`src/rtl/mem_access_seq_if.sv`:
```
// Request and memory-bus signal bundle for the memory-access sequencer.
// master = pipeline/memory side, slave = the sequencer itself.
interface mem_access_seq_if #(
    parameter int ADDR_W = 20
);
    // Request side
    logic              req_valid;
    logic              mem_read;
    logic              mem_write;
    logic              en32;
    logic [ADDR_W-1:0] addr;
    logic [31:0]       wdata;
    logic              req_ready;
    logic              stall;
    logic              err;
    logic [31:0]       rdata;
    logic              rdata_valid;

    // Memory side
    logic [ADDR_W-1:0] mem_addr;
    logic              mem_rd;
    logic              mem_wr;
    logic [15:0]       mem_wdata;
    logic [15:0]       mem_rdata;

    modport master (
        output req_valid, mem_read, mem_write, en32, addr, wdata, mem_rdata,
        input  req_ready, stall, err, rdata, rdata_valid,
        input  mem_addr, mem_rd, mem_wr, mem_wdata
    );

    modport slave (
        input  req_valid, mem_read, mem_write, en32, addr, wdata, mem_rdata,
        output req_ready, stall, err, rdata, rdata_valid,
        output mem_addr, mem_rd, mem_wr, mem_wdata
    );
endinterface

```
`src/rtl/mem_access_seq.sv`:
```
// Splits a 16/32-bit load or store into one or two 16-bit memory beats and
// assembles load data; freezes the pipeline while an access is in flight.
module mem_access_seq #(
    parameter int ADDR_W = 20
) (
    input  logic            clk,
    input  logic            reset,
    mem_access_seq_if.slave bus,
    output logic [1:0]      dbg_state
);
    // Handshake: a request is taken on a posedge where req_ready=1 and
    // req_valid=1 with exactly one of mem_read/mem_write; all request inputs
    // are don't-care whenever req_ready=0.
    typedef enum logic [1:0] {
        IDLE   = 2'd0,
        ISSUE0 = 2'd1,
        ISSUE1 = 2'd2,
        CAPT   = 2'd3
    } state_t;

    state_t      state_q;
    state_t      state_d;
    logic        is_load_q;
    logic        en32_q;
    logic [15:0] wdata_hi_q;
    logic [15:0] rdata_lo_q;
    logic        accept;
    logic        illegal;

    always_comb begin
        accept  = 1'b0;
        illegal = 1'b0;
        if (state_q == IDLE && bus.req_valid) begin
            accept  = bus.mem_read ^ bus.mem_write;
            illegal = bus.mem_read & bus.mem_write;
        end
    end

    always_comb begin
        state_d = state_q;
        case (state_q)
            IDLE: begin
                if (accept) state_d = ISSUE0;
            end
            ISSUE0: begin
                if (en32_q)         state_d = ISSUE1;
                else if (is_load_q) state_d = CAPT;
                else                state_d = IDLE;
            end
            ISSUE1: begin
                state_d = is_load_q ? CAPT : IDLE;
            end
            CAPT: begin
                state_d = IDLE;
            end
            default: begin
                state_d = IDLE;
            end
        endcase
    end

    always_ff @(posedge clk or negedge reset) begin
        if (!reset) state_q <= IDLE;
        else        state_q <= state_d;
    end

    // Memory strobes and address are registered one state ahead so they are
    // valid for the whole ISSUE cycle and hold their value afterwards.
    always_ff @(posedge clk or negedge reset) begin
        if (!reset) begin
            bus.mem_addr    <= '0;
            bus.mem_wdata   <= 16'h0;
            bus.mem_rd      <= 1'b0;
            bus.mem_wr      <= 1'b0;
            bus.err         <= 1'b0;
            bus.rdata       <= 32'h0;
            bus.rdata_valid <= 1'b0;
            wdata_hi_q      <= 16'h0;
            rdata_lo_q      <= 16'h0;
            is_load_q       <= 1'b0;
            en32_q          <= 1'b0;
        end else begin
            bus.err         <= illegal;
            bus.rdata_valid <= (state_q == CAPT);
            bus.mem_rd      <= 1'b0;
            bus.mem_wr      <= 1'b0;
            case (state_q)
                IDLE: begin
                    if (accept) begin
                        bus.mem_addr  <= bus.addr;
                        bus.mem_wdata <= bus.wdata[15:0];
                        wdata_hi_q    <= bus.wdata[31:16];
                        en32_q        <= bus.en32;
                        is_load_q     <= bus.mem_read;
                        bus.mem_rd    <= bus.mem_read;
                        bus.mem_wr    <= bus.mem_write;
                    end
                end
                ISSUE0: begin
                    if (en32_q) begin
                        bus.mem_addr  <= bus.mem_addr + ADDR_W'(1);
                        bus.mem_wdata <= wdata_hi_q;
                        bus.mem_rd    <= is_load_q;
                        bus.mem_wr    <= ~is_load_q;
                    end
                end
                ISSUE1: begin
                    // Low half is staged so rdata keeps the previous load until this one completes.
                    if (is_load_q) rdata_lo_q <= bus.mem_rdata;
                end
                CAPT: begin
                    if (en32_q) bus.rdata <= {bus.mem_rdata, rdata_lo_q};
                    else        bus.rdata <= {16'h0, bus.mem_rdata};
                end
                default: begin
                end
            endcase
        end
    end

    assign bus.req_ready = (state_q == IDLE);
    assign bus.stall     = (state_q != IDLE);
    assign dbg_state     = state_q;

    a_one_strobe: assert property (@(posedge clk) disable iff (!reset)
        !(bus.mem_rd && bus.mem_wr));
    a_err_quiet: assert property (@(posedge clk) disable iff (!reset)
        bus.err |-> !(bus.mem_rd || bus.mem_wr));
endmodule

```
`src/flat_wrapper.sv`:
```
// flat-port wrapper written by rule: the top's interface ports become plain ports
module mem_access_seq_flat 
#(
    parameter int ADDR_W = 20
)
  (clk, reset, dbg_state, bus_req_valid, bus_mem_read, bus_mem_write, bus_en32, bus_addr, bus_wdata, bus_mem_rdata, bus_req_ready, bus_stall, bus_err, bus_rdata, bus_rdata_valid, bus_mem_addr, bus_mem_rd, bus_mem_wr, bus_mem_wdata);
  mem_access_seq_if #(.ADDR_W(ADDR_W)) bus_i ();
  input  logic clk;
  input  logic reset;
  output logic [1:0] dbg_state;
  input wire logic [$bits(bus_i.req_valid)-1:0] bus_req_valid;
  input wire logic [$bits(bus_i.mem_read)-1:0] bus_mem_read;
  input wire logic [$bits(bus_i.mem_write)-1:0] bus_mem_write;
  input wire logic [$bits(bus_i.en32)-1:0] bus_en32;
  input wire logic [$bits(bus_i.addr)-1:0] bus_addr;
  input wire logic [$bits(bus_i.wdata)-1:0] bus_wdata;
  input wire logic [$bits(bus_i.mem_rdata)-1:0] bus_mem_rdata;
  output wire logic [$bits(bus_i.req_ready)-1:0] bus_req_ready;
  output wire logic [$bits(bus_i.stall)-1:0] bus_stall;
  output wire logic [$bits(bus_i.err)-1:0] bus_err;
  output wire logic [$bits(bus_i.rdata)-1:0] bus_rdata;
  output wire logic [$bits(bus_i.rdata_valid)-1:0] bus_rdata_valid;
  output wire logic [$bits(bus_i.mem_addr)-1:0] bus_mem_addr;
  output wire logic [$bits(bus_i.mem_rd)-1:0] bus_mem_rd;
  output wire logic [$bits(bus_i.mem_wr)-1:0] bus_mem_wr;
  output wire logic [$bits(bus_i.mem_wdata)-1:0] bus_mem_wdata;
  assign bus_i.req_valid = bus_req_valid;
  assign bus_i.mem_read = bus_mem_read;
  assign bus_i.mem_write = bus_mem_write;
  assign bus_i.en32 = bus_en32;
  assign bus_i.addr = bus_addr;
  assign bus_i.wdata = bus_wdata;
  assign bus_i.mem_rdata = bus_mem_rdata;
  assign bus_req_ready = bus_i.req_ready;
  assign bus_stall = bus_i.stall;
  assign bus_err = bus_i.err;
  assign bus_rdata = bus_i.rdata;
  assign bus_rdata_valid = bus_i.rdata_valid;
  assign bus_mem_addr = bus_i.mem_addr;
  assign bus_mem_rd = bus_i.mem_rd;
  assign bus_mem_wr = bus_i.mem_wr;
  assign bus_mem_wdata = bus_i.mem_wdata;
  mem_access_seq #(.ADDR_W(ADDR_W)) u_core (.clk(clk), .reset(reset), .bus(bus_i), .dbg_state(dbg_state));
endmodule
```
`config.mk`:
```
export PLATFORM = sky130hd
export DESIGN_NAME = mem_access_seq_flat
export DESIGN_NICKNAME = d
export VERILOG_FILES = /design/src/rtl/mem_access_seq_if.sv /design/src/rtl/mem_access_seq.sv /design/src/flat_wrapper.sv
export SDC_FILE = /design/constraint.sdc
export NUM_CORES = 1
export LEC_CHECK = 0
export BUFFER_PORTS_ARGS = -buffer_cell sky130_fd_sc_hd__buf_4
export CAP_MARGIN = 40
export CELL_PAD_IN_SITES_DETAIL_PLACEMENT = 0
export CELL_PAD_IN_SITES_GLOBAL_PLACEMENT = 1
export CORE_MARGIN = 10
export CORE_UTILIZATION = 32
export CTS_BUF_LIST = sky130_fd_sc_hd__clkbuf_4 sky130_fd_sc_hd__clkbuf_8
export DETAILED_ROUTE_END_ITERATION = 12
export GPL_ROUTABILITY_DRIVEN = 0
export HOLD_SLACK_MARGIN = 0.1
export PLACE_DENSITY = 0.67
export SETUP_SLACK_MARGIN = 0.4
export SYNTH_ARGS = -nofsm -noshare
export SYNTH_HDL_FRONTEND = slang
export SYNTH_SLANG_ARGS = --single-unit
```
`constraint.sdc`:
```
create_clock -name clk -period 3.4 [get_ports clk]
set_clock_uncertainty 0.15 [all_clocks]
set_input_delay 0.85 -clock clk [delete_from_list [all_inputs] [get_ports clk]]
set_output_delay 0.85 -clock clk [all_outputs]
set_load 0.03 [all_outputs]
```
-- Yosys cells after proc, flatten, opt, wreduce, memory -nomap -nowiden
Index checks and enable logic that the tools add are counted.
- add/subtract/negate cells: 1
- multipliers: 0
- div/mod/pow operators: 0
- order comparisons: 0
- equal/unequal tests: 5
- shifts and indexed selects: 0
- mux-type cells: 19
- bitwise logic cells: 3
- reductions and logical operators: 7
- operator list (operator ; count):
    two-way mux 20 bit ; 2
    one-hot mux 20 bit (2 select lines) ; 1
    two-way mux 16 bit ; 2
    two-way mux 32 bit ; 1
    one-hot mux 16 bit (2 select lines) ; 1
    adder 20 x 1 -> 20 bit (second input constant) ; 1
    one-hot mux 2 bit (4 select lines) ; 1
    two-way mux 1 bit ; 6
    two-way mux 2 bit ; 3
    equality test 2 bit (second input constant) ; 2
    inequality test 2 x 1 -> 1 bit (second input constant) ; 2
    one-hot mux 1 bit (2 select lines) ; 2
    AND reduction 2 bit ; 2
    nonzero test 2 bit ; 2
    AND reduction 3 bit ; 1
    equality test 2 x 1 -> 1 bit (second input constant) ; 1
    zero test 2 bit ; 1
    bitwise AND 1 bit ; 1
    logical AND 1 bit ; 1
    inverter 1 bit ; 1
    bitwise XOR 1 bit ; 1
- register bits: 108
- bits in latches: 0
- RAM bits: 0
- bits in read-only memories: 0
- bits of input ports: 74
- output and inout port bits: 76
- memories: 0

-- Logic depth before layout (Yosys ltp)
Gate-level depths: netlist of the first run.
- word-level depth: 5
- gate-level depth with buffers: 7
- depth with buffers taken out: 5

-- Worst setup path before layout of the first run
No wires, ideal clock.
- kind: register -> output
- from: register u_core.state_q[1], in the netlist u_core.dbg_state[1]
- to: output bus_stall
- arrival time: 1.439 ns
- data required time: 2.400 ns
- path slack: 0.961 ns
- cell stages (with the launch flop): 4
- cell sequence: dfrtp_1 buf_6 nor2_1 inv_1
- longest elaborated chain between the ends: 1
- ends and longest elaborated chain (element ; RTL line ; RTL):
    from (decl) ; mem_access_seq.sv:21 ; state_t state_q;
    from (signal assigned) ; mem_access_seq.sv:64 ; else state_q <= state_d;
    nonzero test 2 bit ; mem_access_seq.sv:122 ; assign bus.stall = (state_q != IDLE);
    to (decl) ; flat_wrapper.sv:19 ; output wire logic [$bits(bus_i.stall)-1:0] bus_stall;
Every way passes these cells.

-- Worst setup path after layout of the first run
Same ends and word-level chain as after synthesis.

==> qor.csv, run 1 <==
stage,metric,value,unit
run_status,status,"complete, no violations",
timing,"Slew Viols, Final",0,
critical_path,"critical path, cell by cell",nor2_1 -> inv_1 -> buf_4,
drt,via count,4227,
clock_network,"Hold-fix buffers, CTS",0,
clock_network,"CTS clk-pin slew, worst paths",0.11,ns
synth,Area contributors post-synth,"dfrtp_1 (55%), nand2_1 (11%), mux2i_1 (3.3%)",
timing,"Period Utilization, post-route",71.2,%
synth,Synth Area in XOR/XNOR,0,%
synth,largest family of logic cells by synthesized area,simple AND/OR/NAND/NOR gates,
pwr,pwr dens,978,nW/um^2
drt,DR vias/cell,5.03,
drt,post-route ant nets,0,
critical_path,CP arrival,1.42,ns
synth,Yosys cell types,49,
synth,"Avg Cell Area, Syn",9.63,um^2
place,Port Buf Inserts,149,
layout,final cell count without fillers,840,
drt,drt first pass iters,4,
pwr,worst vdd rail ir drop,0.000602,V
floorplan,die height,144,um
timing,final worst slack,0.980,ns
synth,yosys warns,0,
global_routing,GR Util met3,7.19,%
floorplan,Rows,45,
global_routing,Total Routing Usage GR,14.4,%
global_routing,Overflow after GRT,0,
floorplan,I/O pin total,150,
layout,fin area,6430,um^2
timing,final hold violations,0,
floorplan,core area,15100,um^2
layout,"most common cell after layout, fill and taps aside",buf_4,
global_routing,first-pass GRT wire length,23.5,mm
synth,Post-synth ARST share,100,%
drt,drt wl/cell,17.6,um
global_routing,initial antenna violation count,0,
timing,crit path time final,2.42,ns
clock_network,clock tree buffer depth,2,
synth,largest area contributor in the netlist,dfrtp_1,
synth,Seq cells post-synth,108,
global_routing,largest net degree at the start of global routing,54,
synth,Mapped Nets,586,
global_routing,vias in the first global route,4453,
clock_network,setup bufs post-CTS,0,
place,placed insts,824,
global_routing,M2 GR Usage,23.0,%
clock_network,clk root buf,clkbuf_8,
min_path,Hold WC Path Type,input port to async pin,
drt,WL final,14.8,mm
floorplan,starting density of the core,32.4,%
synth,post-synthesis adder-cell area fraction,0.509,%
layout,antenna diode count,0,
drt,# DRC,0,
synth,Synth Area in Simple Gates,21.3,%
place,Placement Cell Area,6220,um^2
timing,unrepaired setup endpoints after global routing,no,
critical_path,"slowest stage delay, CP",0.54,ns
clock_network,CTS tree,done,
synth,Mapped Area,4910,um^2
timing,slew at the pin closest to its max-slew limit,0.781,ns
layout,share of cells above drive strength 1,29.9,%
global_routing,GR Layer Usage met1,17.1,%
global_routing,most used routing layer,met2,
clock_network,H-tree Lvls,3,
layout,Layout Nets,723,
clock_network,worst skew pair latency,0.38,ns
critical_path,CP required,2.40,ns
clock_network,CTS Buf Count,9,
critical_path,crit-path max FO,10,
critical_path,Worst Setup Start Kind,flop,
synth,post-synthesis sequential area ratio,55.0,%
floorplan,width of the die,144,um
synth,"Primary FF master, synth",dfrtp_1,
place,worst slack at placement,0.768,ns
floorplan,die area,20700,um^2
layout,most frequent cells in the layout,"buf_4 (158), nand2_1 (146), dfrtp_1 (108)",
pwr,Leak,0.00310,uW
synth,Post-synth EDFFs,0,
clock_network,Sink Count,108,
synth,area fraction in compound gates after synthesis,12.5,%
critical_path,CP Class,flop to primary output,
layout,Filler cells,1521,
timing,max_slew headroom,48.0,%
clock_network,PostCTS Resize Cnt,0,
critical_path,CP Capture Type,primary output,
drt,detailed router's first-iteration violation count,245,
place,Final HPWL DP,10.7,mm
synth,post-synthesis mux area share,6.93,%
critical_path,CP max stage cell,dfrtp_1,
synth,Gate Count Post-Synth,510,
job,MaxCap Viol Count,0,
timing,setup violators final,0,
timing,Max Freq,0.413,GHz
timing,setup TNS,0,ns
synth,share of the synthesized area in the top cell type,55.0,%
layout,Area Growth Syn to Fin,30.9,%
-- logic make-up (layout without fill, tap and decap cells) --
| group | Yosys count | after routing |
|---|---|---|
| AND/OR/NAND/NOR | 236 | 236 |
| flip-flops | 108 | 108 |
| AO/OA/AOI/OAI | 95 | 95 |
| buffers and inverters | 37 | 179 |
| multiplexers | 32 | 32 |
| adder cells (fa/ha/maj) | 2 | 2 |
-- registers in the layout (all words and copies together), names as in the netlist, 2 cells and up --
signal,cells
u_core.rdata_lo_q,16
u_core.bus.mem_wdata,16
u_core.dbg_state,2
u_core.bus.mem_addr,20
u_core.wdata_hi_q,16
u_core.bus.rdata,32
-- report_power, final --
group	leakage [uW]	internal [uW]	switching (uW)
Sequential	0.00129	1880	501
Clock	0.0000966	367	470
Combinational	0.00172	1160	1910
-- final cells by class --
type	instances	area, um^2	share of cell area, %
inverters	3	11.3	0.175
multi-input cells	365	2050	31.9
well taps	188	235	3.66
clock inverters	6	72.6	1.13
flip-flops and latches	108	2700	42.0
repair buffers	160	1220	19.0
clock buffers	10	138	2.14
-- layer usage --
layer / part of all wire (%) / vias up
met4: 0.61 / 0
li1: - / 2034
met1: 44 / 2055
met2: 46 / 131
met3: 10 / 7
met5: 0 / -
-- synthesized netlist by cell type, types with 7 or more instances --
| master | instances |
|---|---|
| dfrtp_1 | 108 |
| nand2_1 | 146 |
| o21ai_0 | 23 |
| clkbuf_1 | 10 |
| nand3_1 | 23 |
| nand4_1 | 8 |
| mux2_2 | 7 |
| mux2i_1 | 16 |
| a31oi_1 | 18 |
| buf_2 | 17 |
| and3_1 | 10 |
| mux2_1 | 9 |
| a21oi_1 | 17 |
| nor2_1 | 30 |
-- final timing paths --
kind	from	to	slack [ns]	cells past startpoint
min in group clk	u_core.bus.rdata[19]	u_core.bus.rdata[19]	0.33	2
max in group asynchronous	reset	u_core.rdata_lo_q[9]	2.13	2
hold reg to reg	u_core.bus.rdata[19]	u_core.bus.rdata[19]	0.33	2
setup / recovery	u_core.dbg_state[1]	bus_stall	0.98	3
hold / removal	reset	u_core.bus.mem_addr[8]	0.23	1
setup reg to reg	u_core.en32_q	u_core.bus.mem_wdata[13]	1.10	5
-- per-stage QoR --
| step | utilization [%] | total power [uW] | hold slack, ns |
|---|---|---|---|
| global placement | 41.0 | 5440 | 0.305 |
| finish | 42.5 | 6290 | 0.233 |
| global route | 42.5 | 6750 | 0.237 |
| floorplan | - | 4300 | 0.296 |
| detailed placement | 41.1 | 5520 | 0.311 |
| CTS | 42.5 | 6380 | 0.228 |
-- worst max-delay path: cells and delay by family, from the launching register on --
kind          cells  cell delay [ns]
buf+inv           2             0.26
flops             1             0.54
simple gates      1             0.23
Power figures use the tool's default switching activity.
==> inputs of run 2 (changes only) <==
--- a/config.mk
+++ b/config.mk
@@ -15,7 +15,7 @@
 export DETAILED_ROUTE_END_ITERATION = 12
 export GPL_ROUTABILITY_DRIVEN = 0
 export HOLD_SLACK_MARGIN = 0.1
-export PLACE_DENSITY = 0.67
+export PLACE_DENSITY = 0.7
 export SETUP_SLACK_MARGIN = 0.4
 export SYNTH_ARGS = -nofsm -noshare
 export SYNTH_HDL_FRONTEND = slang
==> constraint.sdc (replaced) <==
create_clock -name clk -period 1.9 [get_ports clk]
set_clock_uncertainty 0.15 [all_clocks]
set_input_delay 0.475 -clock clk [delete_from_list [all_inputs] [get_ports clk]]
set_output_delay 0.475 -clock clk [all_outputs]
set_load 0.03 [all_outputs]
==> run 2 against run 1 <==
  * Clock power is 66% higher
  * Largest cell class unchanged
  * Critical path depth is 5 higher
  * Die area stayed put
  * Global-route usage is 0.72 points higher
  * Sequential power is 81% higher
  * Sequential share of layout area is 8.4 points lower
  * Via count is 10% higher
  * Flip-flop and latch count stayed put
  * Register-to-register slack worse by 1.0 ns
  * Worst hold slack worse by 0.10 ns
  * Worst setup slack worse by 0.92 ns
  * Combinational power grew to 2.7 times the previous value
==> qor.csv, run 2 (same netlist as run 1, synthesis figures left out) <==
stage,metric,value,unit
timing,unrepaired setup endpoints after global routing,yes,
floorplan,die area,20700,um^2
layout,final cell count without fillers,930,
critical_path,Crit. Startpoint,u_core.dbg_state[0],
timing,"Period Utilization, post-route",96.9,%
floorplan,I/O pin total,150,
drt,drt first pass iters,4,
floorplan,width of the die,144,um
pwr,P_int,7980,uW
pwr,Sw Ratio,43.1,%
layout,"most common cell after layout, fill and taps aside",buf_4,
critical_path,CP Capture Type,flop,
layout,Reg with most FFs,u_core.bus.rdata,
layout,Area Growth Syn to Fin,64.7,%
global_routing,Overflow after GRT,0,
timing,final hold violations,0,
min_path,Hold WC Path Type,input port to flop,
layout,Regs by FF count,"u_core.bus.rdata: 32 flops, u_core.bus.mem_addr: 20 flops",
job,MaxCap Viol Count,0,
drt,drt wl/cell,18.0,um
clock_network,worst skew pair latency,0.38,ns
clock_network,clock tree buffer depth,2,
timing,slew at the pin closest to its max-slew limit,0.331,ns
place,placed insts,839,
pwr,Leak,0.00385,uW
layout,Layout Nets,813,
pwr,pwr dens,1740,nW/um^2
clock_network,clk root buf,clkbuf_8,
global_routing,first-pass GRT wire length,24.8,mm
drt,# DRC,0,
timing,crit path time final,1.84,ns
floorplan,core area,15100,um^2
drt,post-route ant nets,0,
pwr,worst vdd rail ir drop,0.000863,V
timing,max_slew headroom,77.9,%
floorplan,starting density of the core,32.4,%
critical_path,crit-path max FO,8,
pwr,power share of the clock group,9.9,%
pwr,sw power,6060,uW
clock_network,CTS tree,done,
min_path,hold path start,bus_wdata[23],
layout,antenna diode count,0,
layout,most frequent cells in the layout,"buf_4 (136), nand2_1 (132), dfrtp_1 (93)",
drt,DR vias/cell,5.01,
global_routing,largest net degree at the start of global routing,59,
place,Placement Cell Area,6520,um^2
global_routing,Total Routing Usage GR,15.1,%
layout,max FFs per register,32,
clock_network,Sink Count,108,
drt,via count,4658,
clock_network,CTS Buf Count,9,
layout,final core occ,53.4,%
layout,fin area,8090,um^2
run_status,status,"complete, no violations",
pwr,Logic pwr share,59.4,%
floorplan,Rows,45,
clock_network,"CTS clk-pin slew, worst paths",0.11,ns
timing,Max Freq,0.543,GHz
place,Port Buf Inserts,149,
global_routing,vias in the first global route,4668,
pwr,Reg power frac,30.7,%
critical_path,Reg2Reg Launch Point,u_core.dbg_state[0],
global_routing,initial antenna violation count,0,
pwr,Tot Pwr,14000,uW
drt,detailed router's first-iteration violation count,258,
critical_path,CP arrival,2.00,ns
timing,setup violators final,0,
drt,WL final,16.7,mm
timing,setup TNS,0,ns
timing,"Slew Viols, Final",0,
layout,share of cells above drive strength 1,49.7,%
critical_path,Worst Setup Start Kind,flop,
clock_network,H-tree Lvls,3,
critical_path,CP Class,flop to flop,
place,Final HPWL DP,11.2,mm
critical_path,CP required,2.06,ns
floorplan,die height,144,um
## run 2: cell count changes in the layout (fill, tap and decap cells not counted), moves of 13 or more
| cell | previous run | this run |
|---|---|---|
| nand2_1 | 146 | 132 |
| dfrtp_2 | 0 | 15 |
| nand2_2 | 1 | 14 |
| dfrtp_1 | 108 | 93 |
| buf_6 | 0 | 91 |
| nor2_1 | 30 | 12 |
| buf_4 | 158 | 136 |
## run 2: cell type report
type | count | area (um^2)
Clock buffer | 9 | 124
Clock inverter | 7 | 66.3
Fill cell | 1383 | 7060
Inverter | 3 | 11.3
Multi-Input combinational cell | 366 | 2430
Sequential cell | 108 | 2720
Tap cell | 188 | 235
Timing Repair Buffer | 249 | 2500
## run 2: worst max-delay path: stages, from the launching register on
cell      delay (ns)
dfrtp_2         0.42
buf_4           0.13
buf_6           0.13
nand3b_1        0.26
buf_6           0.17
nand2_8         0.09
buf_12          0.15
buf_16          0.14
a31oi_4         0.12
## run 2: final timing paths
check | cells after the start | end | slack (ns)
min | 3 | u_core.wdata_hi_q[7] | 0.13
max | 8 | u_core.bus.mem_wdata[7] | 0.06
min reg2reg | 2 | u_core.wdata_hi_q[3] | 0.33
min in group asynchronous | 3 | u_core.bus.mem_addr[6] | 0.48
max in group asynchronous | 3 | u_core.dbg_state[1] | 0.81
max reg2reg | 8 | u_core.bus.mem_wdata[7] | 0.06
## run 2: stage by stage
step,worst slack (ns),hold WS [ns]
after floorplan,0.172,0.0294
after global placement,0.0230,0.302
after detailed placement,-0.0267,0.307
after CTS,0.0345,0.111
after global routing,-0.00780,0.108
final,0.0581,0.131
## run 2: power groups by stage
stage | clock network (uW) | registers (uW) | logic, uW
after floorplan | 0 | 5490 | 2440
after global placement | 0 | 4240 | 5990
after detailed placement | 0 | 4280 | 6080
after CTS | 1440 | 4270 | 7430
after global routing | 1550 | 4430 | 8920
final | 1390 | 4300 | 8340
## run 2: routing by layer
metal / up-vias / track usage, % / part of all wire, %
met4: 0 / 3.92 / 1.2
met3: 15 / 4.98 / 7.6
met2: 133 / 24.2 / 48
li1: 2222 / - / -
met5: - / 0 / 0
met1: 2288 / 19.0 / 43
## run 2: timing repair
item | 4_1_cts | 5_1_grt
cloned | 2 | 6
hold buffers | 1 | 0
setup endpoints to repair | 146 | 169
gates resized for setup | 101 | 82
hold endpoints to repair | 108 | 0
pin swaps | 11 | 12
buffers inserted | 45 | 21
